**src/rtl/dmem_arbiter_if.sv**
```systemverilog
// Two requester ports plus the shared synchronous data-memory port.
// The slave modport is the arbiter; the master modport is requesters and memory.
interface dmem_arbiter_if #(
  parameter int ADDR_W = 14
);
  logic              req0;
  logic [3:0]        we0;
  logic [ADDR_W-1:0] addr0;
  logic [31:0]       wdata0;
  logic              gnt0;
  logic              rvalid0;
  logic [31:0]       rdata0;

  logic              req1;
  logic [3:0]        we1;
  logic [ADDR_W-1:0] addr1;
  logic [31:0]       wdata1;
  logic              lock1;
  logic              gnt1;
  logic              rvalid1;
  logic [31:0]       rdata1;

  logic              mem_en;
  logic [3:0]        mem_we;
  logic [ADDR_W-1:0] mem_addr;
  logic [31:0]       mem_wdata;
  logic [31:0]       mem_rdata;

  modport slave (
    input  req0, we0, addr0, wdata0,
    input  req1, we1, addr1, wdata1, lock1,
    input  mem_rdata,
    output gnt0, rvalid0, rdata0,
    output gnt1, rvalid1, rdata1,
    output mem_en, mem_we, mem_addr, mem_wdata
  );

  modport master (
    output req0, we0, addr0, wdata0,
    output req1, we1, addr1, wdata1, lock1,
    output mem_rdata,
    input  gnt0, rvalid0, rdata0,
    input  gnt1, rvalid1, rdata1,
    input  mem_en, mem_we, mem_addr, mem_wdata
  );
endinterface

```
**src/rtl/dmem_arbiter.sv**
```systemverilog
// Fixed-priority data-memory arbiter: port 0 wins, port 1 is protected by a
// starvation counter and may lock the memory for bounded bursts.
module dmem_arbiter #(
  parameter int ADDR_W       = 14,
  parameter int STARVE_LIMIT = 8,
  parameter int LOCK_MAX     = 16
) (
  input  logic           clk,
  input  logic           rst,
  dmem_arbiter_if.slave  bus
);
  localparam logic [7:0] SLIM = 8'(STARVE_LIMIT);
  localparam logic [7:0] LMAX = 8'(LOCK_MAX);

  typedef enum logic {ARB, LOCK1} state_e;

  state_e     state_q, state_d;
  logic [7:0] starve_q, starve_d;
  logic [7:0] lock_q, lock_d;
  logic       rd_vld_q, rd_vld_d;
  logic       rd_port_q, rd_port_d;
  logic       gnt0, gnt1;

  always_ff @(posedge clk or negedge rst) begin
    if (!rst) begin
      state_q   <= ARB;
      starve_q  <= '0;
      lock_q    <= '0;
      rd_vld_q  <= 1'b0;
      rd_port_q <= 1'b0;
    end else begin
      state_q   <= state_d;
      starve_q  <= starve_d;
      lock_q    <= lock_d;
      rd_vld_q  <= rd_vld_d;
      rd_port_q <= rd_port_d;
    end
  end

  always_comb begin
    gnt0     = 1'b0;
    gnt1     = 1'b0;
    state_d  = state_q;
    starve_d = starve_q;
    lock_d   = lock_q;

    // Grants are gated by reset so the memory sees no strobe while rst is low.
    if (rst) begin
      case (state_q)
        ARB: begin
          if (bus.req1 && (starve_q == SLIM || !bus.req0)) gnt1 = 1'b1;
          else if (bus.req0)                               gnt0 = 1'b1;
        end
        LOCK1:   gnt1 = bus.req1;
        default: ;
      endcase
    end

    if (gnt1)                             starve_d = '0;
    else if (bus.req1 && starve_q < SLIM) starve_d = starve_q + 8'd1;

    case (state_q)
      ARB: begin
        if (gnt1 && bus.lock1) begin
          lock_d = 8'd1;
          // A one-grant lock is already exhausted by the grant that opened it.
          if (LMAX != 8'd1) state_d = LOCK1;
        end
      end
      LOCK1: begin
        if (!bus.req1 || !bus.lock1) begin
          state_d = ARB;
        end else begin
          lock_d = lock_q + 8'd1;
          if (lock_d >= LMAX) state_d = ARB;
        end
      end
      default: state_d = ARB;
    endcase

    rd_vld_d  = (gnt0 && bus.we0 == 4'b0000) || (gnt1 && bus.we1 == 4'b0000);
    rd_port_d = gnt1;
  end

  assign bus.gnt0      = gnt0;
  assign bus.gnt1      = gnt1;
  assign bus.mem_en    = gnt0 | gnt1;
  assign bus.mem_we    = gnt1 ? bus.we1 : (gnt0 ? bus.we0 : 4'b0000);
  assign bus.mem_addr  = gnt1 ? bus.addr1  : bus.addr0;
  assign bus.mem_wdata = gnt1 ? bus.wdata1 : bus.wdata0;

  assign bus.rvalid0   = rd_vld_q & ~rd_port_q;
  assign bus.rvalid1   = rd_vld_q &  rd_port_q;
  assign bus.rdata0    = bus.mem_rdata;
  assign bus.rdata1    = bus.mem_rdata;
endmodule

```
**src/flat_wrapper.sv**
```systemverilog
// flat-port wrapper written by rule: the top's interface ports become plain ports
module dmem_arbiter_flat 
#(
  parameter int ADDR_W       = 14,
  parameter int STARVE_LIMIT = 8,
  parameter int LOCK_MAX     = 16
)
  (clk, rst, bus_req0, bus_we0, bus_addr0, bus_wdata0, bus_req1, bus_we1, bus_addr1, bus_wdata1, bus_lock1, bus_mem_rdata, bus_gnt0, bus_rvalid0, bus_rdata0, bus_gnt1, bus_rvalid1, bus_rdata1, bus_mem_en, bus_mem_we, bus_mem_addr, bus_mem_wdata);
  dmem_arbiter_if #(.ADDR_W(ADDR_W)) bus_i ();
  input  logic clk;
  input  logic rst;
  input wire logic [$bits(bus_i.req0)-1:0] bus_req0;
  input wire logic [$bits(bus_i.we0)-1:0] bus_we0;
  input wire logic [$bits(bus_i.addr0)-1:0] bus_addr0;
  input wire logic [$bits(bus_i.wdata0)-1:0] bus_wdata0;
  input wire logic [$bits(bus_i.req1)-1:0] bus_req1;
  input wire logic [$bits(bus_i.we1)-1:0] bus_we1;
  input wire logic [$bits(bus_i.addr1)-1:0] bus_addr1;
  input wire logic [$bits(bus_i.wdata1)-1:0] bus_wdata1;
  input wire logic [$bits(bus_i.lock1)-1:0] bus_lock1;
  input wire logic [$bits(bus_i.mem_rdata)-1:0] bus_mem_rdata;
  output wire logic [$bits(bus_i.gnt0)-1:0] bus_gnt0;
  output wire logic [$bits(bus_i.rvalid0)-1:0] bus_rvalid0;
  output wire logic [$bits(bus_i.rdata0)-1:0] bus_rdata0;
  output wire logic [$bits(bus_i.gnt1)-1:0] bus_gnt1;
  output wire logic [$bits(bus_i.rvalid1)-1:0] bus_rvalid1;
  output wire logic [$bits(bus_i.rdata1)-1:0] bus_rdata1;
  output wire logic [$bits(bus_i.mem_en)-1:0] bus_mem_en;
  output wire logic [$bits(bus_i.mem_we)-1:0] bus_mem_we;
  output wire logic [$bits(bus_i.mem_addr)-1:0] bus_mem_addr;
  output wire logic [$bits(bus_i.mem_wdata)-1:0] bus_mem_wdata;
  assign bus_i.req0 = bus_req0;
  assign bus_i.we0 = bus_we0;
  assign bus_i.addr0 = bus_addr0;
  assign bus_i.wdata0 = bus_wdata0;
  assign bus_i.req1 = bus_req1;
  assign bus_i.we1 = bus_we1;
  assign bus_i.addr1 = bus_addr1;
  assign bus_i.wdata1 = bus_wdata1;
  assign bus_i.lock1 = bus_lock1;
  assign bus_i.mem_rdata = bus_mem_rdata;
  assign bus_gnt0 = bus_i.gnt0;
  assign bus_rvalid0 = bus_i.rvalid0;
  assign bus_rdata0 = bus_i.rdata0;
  assign bus_gnt1 = bus_i.gnt1;
  assign bus_rvalid1 = bus_i.rvalid1;
  assign bus_rdata1 = bus_i.rdata1;
  assign bus_mem_en = bus_i.mem_en;
  assign bus_mem_we = bus_i.mem_we;
  assign bus_mem_addr = bus_i.mem_addr;
  assign bus_mem_wdata = bus_i.mem_wdata;
  dmem_arbiter #(.ADDR_W(ADDR_W), .STARVE_LIMIT(STARVE_LIMIT), .LOCK_MAX(LOCK_MAX)) u_core (.clk(clk), .rst(rst), .bus(bus_i));
endmodule
```
**config.mk**
```make
export PLATFORM = sky130hd
export DESIGN_NAME = dmem_arbiter_flat
export DESIGN_NICKNAME = d
export VERILOG_FILES = /design/src/rtl/dmem_arbiter_if.sv /design/src/rtl/dmem_arbiter.sv /design/src/flat_wrapper.sv
export SDC_FILE = /design/constraint.sdc
export NUM_CORES = 1
export LEC_CHECK = 0
export ABC_AREA = 1
export BUFFER_PORTS_ARGS = -buffer_cell sky130_fd_sc_hd__buf_2
export CORE_AREA = 5 5 96 98
export DETAILED_ROUTE_END_ITERATION = 8
export DIE_AREA = 0 0 101 103
export PLACE_DENSITY = 0.66
export SLEW_MARGIN = 20
export SYNTH_ARGS = -nofsm -noshare
export SYNTH_HDL_FRONTEND = slang
export SYNTH_SLANG_ARGS = --single-unit
```
**constraint.sdc**
```tcl
create_clock -name clk -period 2.5 [get_ports clk]
set_clock_uncertainty 0.15 [all_clocks]
set_input_delay 0.5 -clock clk [delete_from_list [all_inputs] [get_ports clk]]
set_output_delay 0.5 -clock clk [all_outputs]
set_load 0.005 [all_outputs]
```
# Yosys cells after proc, flatten, opt, wreduce, memory -nomap -nowiden

Cells that the tools add are included.

Bits in registers: 19
Word-level logic and storage cells: 52

Add/subtract/negate cells: 2
Order comparisons: 2
Eq/ne operators: 3
Mux-type cells: 20
Bitwise gates (word level): 5
Reduce and logical (&&, ||, !) cells: 15

Operator list:

| cell                  | count |
|---|---|
| $mux W32              | 1 |
| $mux W8               | 4 |
| $add A8 B1 Y8 const B | 2 |
| $pmux W8 S2           | 1 |
| $mux W14              | 1 |
| $mux W1               | 9 |
| $eq A8 B4 Y1 const B  | 1 |
| $ge A8 B5 Y1 const B  | 1 |
| $logic_not A4 Y1      | 2 |
| $lt A8 B4 Y1 const B  | 1 |
| $mux W4               | 2 |
| $logic_and A1 B1 Y1   | 5 |
| $pmux W1 S2           | 2 |
| $logic_not A1 Y1      | 3 |
| $logic_or A1 B1 Y1    | 3 |
| $and A1 B1 Y1         | 2 |
| $ne A2 B1 Y1 const B  | 1 |
| $ne A2 B2 Y1 const B  | 1 |
| $not A1 Y1            | 2 |
| $reduce_and A2 Y1     | 1 |
| $reduce_bool A2 Y1    | 1 |
| $or A1 B1 Y1          | 1 |

# Logic depth before layout (Yosys ltp)

Depth after elaboration: 9
Depth in mapped cells: 9
Gate-level depth less buffers: 9

# Worst setup path after synthesis

Ideal clock, no wire load.

Path type: reg2out
Start: register u_core.starve_q[0]
End: output bus_mem_addr[11]
Data arrival time: 1.370 ns
Required time: 1.850 ns
Slack: 0.480 ns
Cell stages (with the launch flop): 10
Path buffers: 1
Path through: dfrtp_1 inv_1 ha_1 nand3_1 o211ai_2 nand2_2 inv_4 buf_6 nand2_1 nand2_1

Cells in the longest elaborated chain, start to end: 7

RTL lines:

| element                | line               | RTL |
|---|---|---|
| start, declared        | dmem_arbiter.sv:18 | `logic [7:0] starve_q, starve_d;` |
| start signal, assigned | dmem_arbiter.sv:33 | `starve_q <= starve_d;` |
| $eq A8 B4 Y1           | dmem_arbiter.sv:51 | `if (bus.req1 && (starve_q == SLIM \|\| !bus.req0)) gnt1 = 1'b1;` |
| $logic_or A1 B1 Y1     | dmem_arbiter.sv:51 |  |
| $logic_and A1 B1 Y1    | dmem_arbiter.sv:51 |  |
| $mux W1                | dmem_arbiter.sv:51 |  |
| $pmux W1 S2            | dmem_arbiter.sv:49 | `case (state_q)` |
| $mux W1                | dmem_arbiter.sv:48 | `if (rst) begin` |
| net bus_gnt1           | flat_wrapper.sv:25 | `output wire logic [$bits(bus_i.gnt1)-1:0] bus_gnt1;` |
| $mux W14               | dmem_arbiter.sv:89 | `assign bus.mem_addr = gnt1 ? bus.addr1 : bus.addr0;` |
| end, declared          | flat_wrapper.sv:30 | `output wire logic [$bits(bus_i.mem_addr)-1:0] bus_mem_addr;` |

The timed path passes the listed nets, and every way through them passes these cells.

# Worst setup path after layout

Start: register u_core.starve_q[0]
End: output bus_mem_wdata[4]

Cells in the longest elaborated chain, start to end: 7

RTL lines:

| element             | line               | RTL |
|---|---|---|
| $eq A8 B4 Y1        | dmem_arbiter.sv:51 |  |
| $logic_or A1 B1 Y1  | dmem_arbiter.sv:51 |  |
| $logic_and A1 B1 Y1 | dmem_arbiter.sv:51 |  |
| $mux W1             | dmem_arbiter.sv:51 |  |
| $pmux W1 S2         | dmem_arbiter.sv:49 |  |
| $mux W1             | dmem_arbiter.sv:48 |  |
| $mux W32            | dmem_arbiter.sv:90 | `assign bus.mem_wdata = gnt1 ? bus.wdata1 : bus.wdata0;` |
| end, declared       | flat_wrapper.sv:31 | `output wire logic [$bits(bus_i.mem_wdata)-1:0] bus_mem_wdata;` |

No other way between the ends.

==> impl_metrics.ini <==
[final_layout]
area_delta_synth_final_pct = 41.1
drive_gt1_share_pct = 48.0
utilization_pct = 36.3
num-fill-cells = 898
nets = 606

[worst_setup_path]
critPathArrivalTime_ns = 1.83
r2r_slack_ns = 0.63
rr_endpoint = u_core.lock_q[0]
start_kind = flip-flop
critPathMaxFanout = 11
reg2reg_from = u_core.starve_q[0]
worst-path-buf-inv = 4
cpPeakStageDelay_ns = 0.41
crit_path_cell_trace = inv_2, ha_4, nand3_4, o211ai_4, nand2_4, buf_12, clkbuf_16, nand2_1, nand2_1, buf_2
critical_path_class = flip-flop to primary output
end_kind = primary output
critPathRequiredTime_ns = 1.85
cp_slowest_cell = dfrtp_1
crit_family = buffers and inverters
worst-r2r-cell-count = 9
crit_top_cell = nand2_1

[clocking]
numClockSinks = 19
clockRootBuffer = clkbuf_8
cts_made_buffers = 3
ctsHoldBuffers = 0
clk_latency_ns = 0.26
h-tree-depth = 1
cts_tree = yes
clk_path_buf_depth = 2
cts.clk_slew.worst_paths_ns = 0.07

[synth]
synth_top_area_share_pct = 31.0
ys_warn_count = 0
synth_flop_cell = dfrtp_1
syn_inst = 357
async_flop_share_pct = 100
synth-edff-count = 0
synth_nets = 497
yosysUniqueCellTypes = 24
synth_top_area_cell = nand2_1
synthTopCellsByArea = nand2_1 (31%), buf_4 (22%), dfrtp_1 (22%)
syn_area_um2 = 2160
syn-mean-instance-area_um2 = 6.05
synth_common_cells = nand2_1 (178), buf_4 (64), inv_1 (24)
synth-seq-cells = 19
synth_most_common_cell = nand2_1
ys_seq_area_share_pct = 22.0

[timing]
relSlewSlack_pct = 70.8
fin_crit_ns = 2.48
setup_viol = 0
worst_pin_slew_ns = 0.436
max_freq_ghz = 0.403
finalCritPeriodShare_pct = 99.3
rsz0062_at_grt = true
hold_viol = 0
maxSlewViolCount = 0
whs_ns = 0.0921

[die]
die_y_um = 103
coreArea_um2 = 8380
start_util_pct = 25.8
die-area_um2 = 10400
die_x_um = 101
fp-row-count = 34
ioPinCount = 256

[global_routing]
grt_pass1_wl_um = 11000
grt_pass1_vias = 2364
overflow = 0
grt_util_all_layers_pct = 13.2
grt_start_max_net_pins = 49
antenna_found_initial = 1

[placement]
portBuffers = 159
place_hpwl_um = 5720
gp_congestion = 0.822

[job]
maxCapViolCount = 0

[routing]
drc_errors = 0
drt-total-wl_um = 8010
dr.pass1.iters = 4
num_vias = 2471
drtAntennaViolNets = 0
viasPerCell = 4.30
wl_per_cell_um = 13.9
dr.first_iter.drc_count = 99

[min_path]
hold_class = input port to asynchronous set/reset pin

[outcome]
run_status = complete, no violations

[power]
leakage_nw = 1.83
power_density_nw_per_um2 = 386
vdd_drop_max_v = 0.000169
==> stage by stage <==
| stage | TNS [ns] | std cells | cell area (um2) | total power, W | setup slack, ns |
|---|---|---|---|---|---|
| floorplan | 0 | 357 | 2160 | 0.000669 | 0.480 |
| global placement | 0 | 554 | 2570 | 0.000770 | 0.158 |
| detailed placement | 0 | 554 | 2570 | 0.000780 | 0.0547 |
| CTS | 0 | 569 | 2860 | 0.00111 | 0.0118 |
| global route | -2.84 | 574 | 3040 | 0.00127 | -0.0968 |
| finish | 0 | 575 | 3050 | 0.00117 | 0.0184 |
==> final cells by class <==
type | instances | area, um2 | share of cell area, %
antenna | 2 | 5.00 | 0.164
clock inverter | 1 | 7.51 | 0.247
timing repair buffer | 176 | 1070 | 35.2
clock buffer | 3 | 41.3 | 1.36
tap | 108 | 135 | 4.44
sequential | 19 | 475 | 15.6
inverter | 25 | 120 | 3.94
timing repair inverter | 2 | 27.5 | 0.904
multi-input combinational | 239 | 1160 | 38.1
==> cell families (layout without fill, tap and decap cells) <==
logic type                 after synthesis  after routing  synth area share (%)
other                                    0              2                     0
xor gates and xnor gates                 3              3                  1.22
adders and majority gates                3              3                  1.74
and+or+nand+nor                        216            216                  39.8
buffers and inverters                   99            207                  30.5
DFF                                     19             19                  22.0
AOI/OAI and AO/OA                       17             17                  4.75
==> placed cells by master, fill, tap and decap left out, drive strengths merged <==
cell type,instances
a21oi,4
a41oi,1
and3,1
buf,175
clkbuf,4
clkinv,2
clkinvlp,1
dfrtp,19
diode,2
ha,3
inv,25
nand2,180
nand3,14
nand4,3
nor2,16
nor3,1
nor4,1
o211ai,1
o21ai,10
o21bai,1
xor2,3
==> timing repair <==
action / in CTS / in global routing
gates resized for setup: 20 / 38
pin swaps: 4 / 7
buffers inserted: 7 / 1
cloned: 4 / 3
setup endpoints to repair: 51 / 51
==> sequential cells by signal, indices dropped and copies added (netlist names) <==
name,flops
u_core.lock_q,8
u_core.starve_q,8
u_core.rd_port_q,1
u_core.rd_vld_q,1
u_core.state_q,1
==> how the worst max path moves through the flow <==
| stage | start | end | slack (ns) | cells past startpoint |
|---|---|---|---|---|
| final | u_core.starve_q[0] | bus_mem_wdata[4] | 0.02 | 10 |
| after global routing | u_core.starve_q[0] | bus_mem_we[2] | -0.1 | 11 |
| after detailed placement | u_core.starve_q[0] | bus_mem_wdata[12] | 0.05 | 9 |
| after floorplan | u_core.starve_q[0] | bus_mem_addr[11] | 0.48 | 9 |
| after CTS | u_core.starve_q[1] | bus_mem_wdata[12] | 0.01 | 10 |
| after global placement | u_core.starve_q[0] | bus_mem_wdata[12] | 0.16 | 9 |
==> routing by layer <==
metal | share of wire (%) | up-vias | GRT usage [%] | wire length [um]
li1 | - | 1240 | - | -
met5 | 0 | - | 0 | 0
met2 | 52 | 116 | 23.8 | 4190
met1 | 37 | 1104 | 15.0 | 2960
met3 | 9.3 | 11 | 5.01 | 744
met4 | 1.5 | 0 | 2.56 | 121
==> where the power goes <==
part	total, W	leakage [nW]	switching [W]	internal [W]
Sequential	0.000379	0.258	0.0000355	0.000344
Clock	0.000217	0.0217	0.000105	0.000112
Combinational	0.000578	1.55	0.000280	0.000298
No activity file was read; power rests on OpenSTA's default activity.
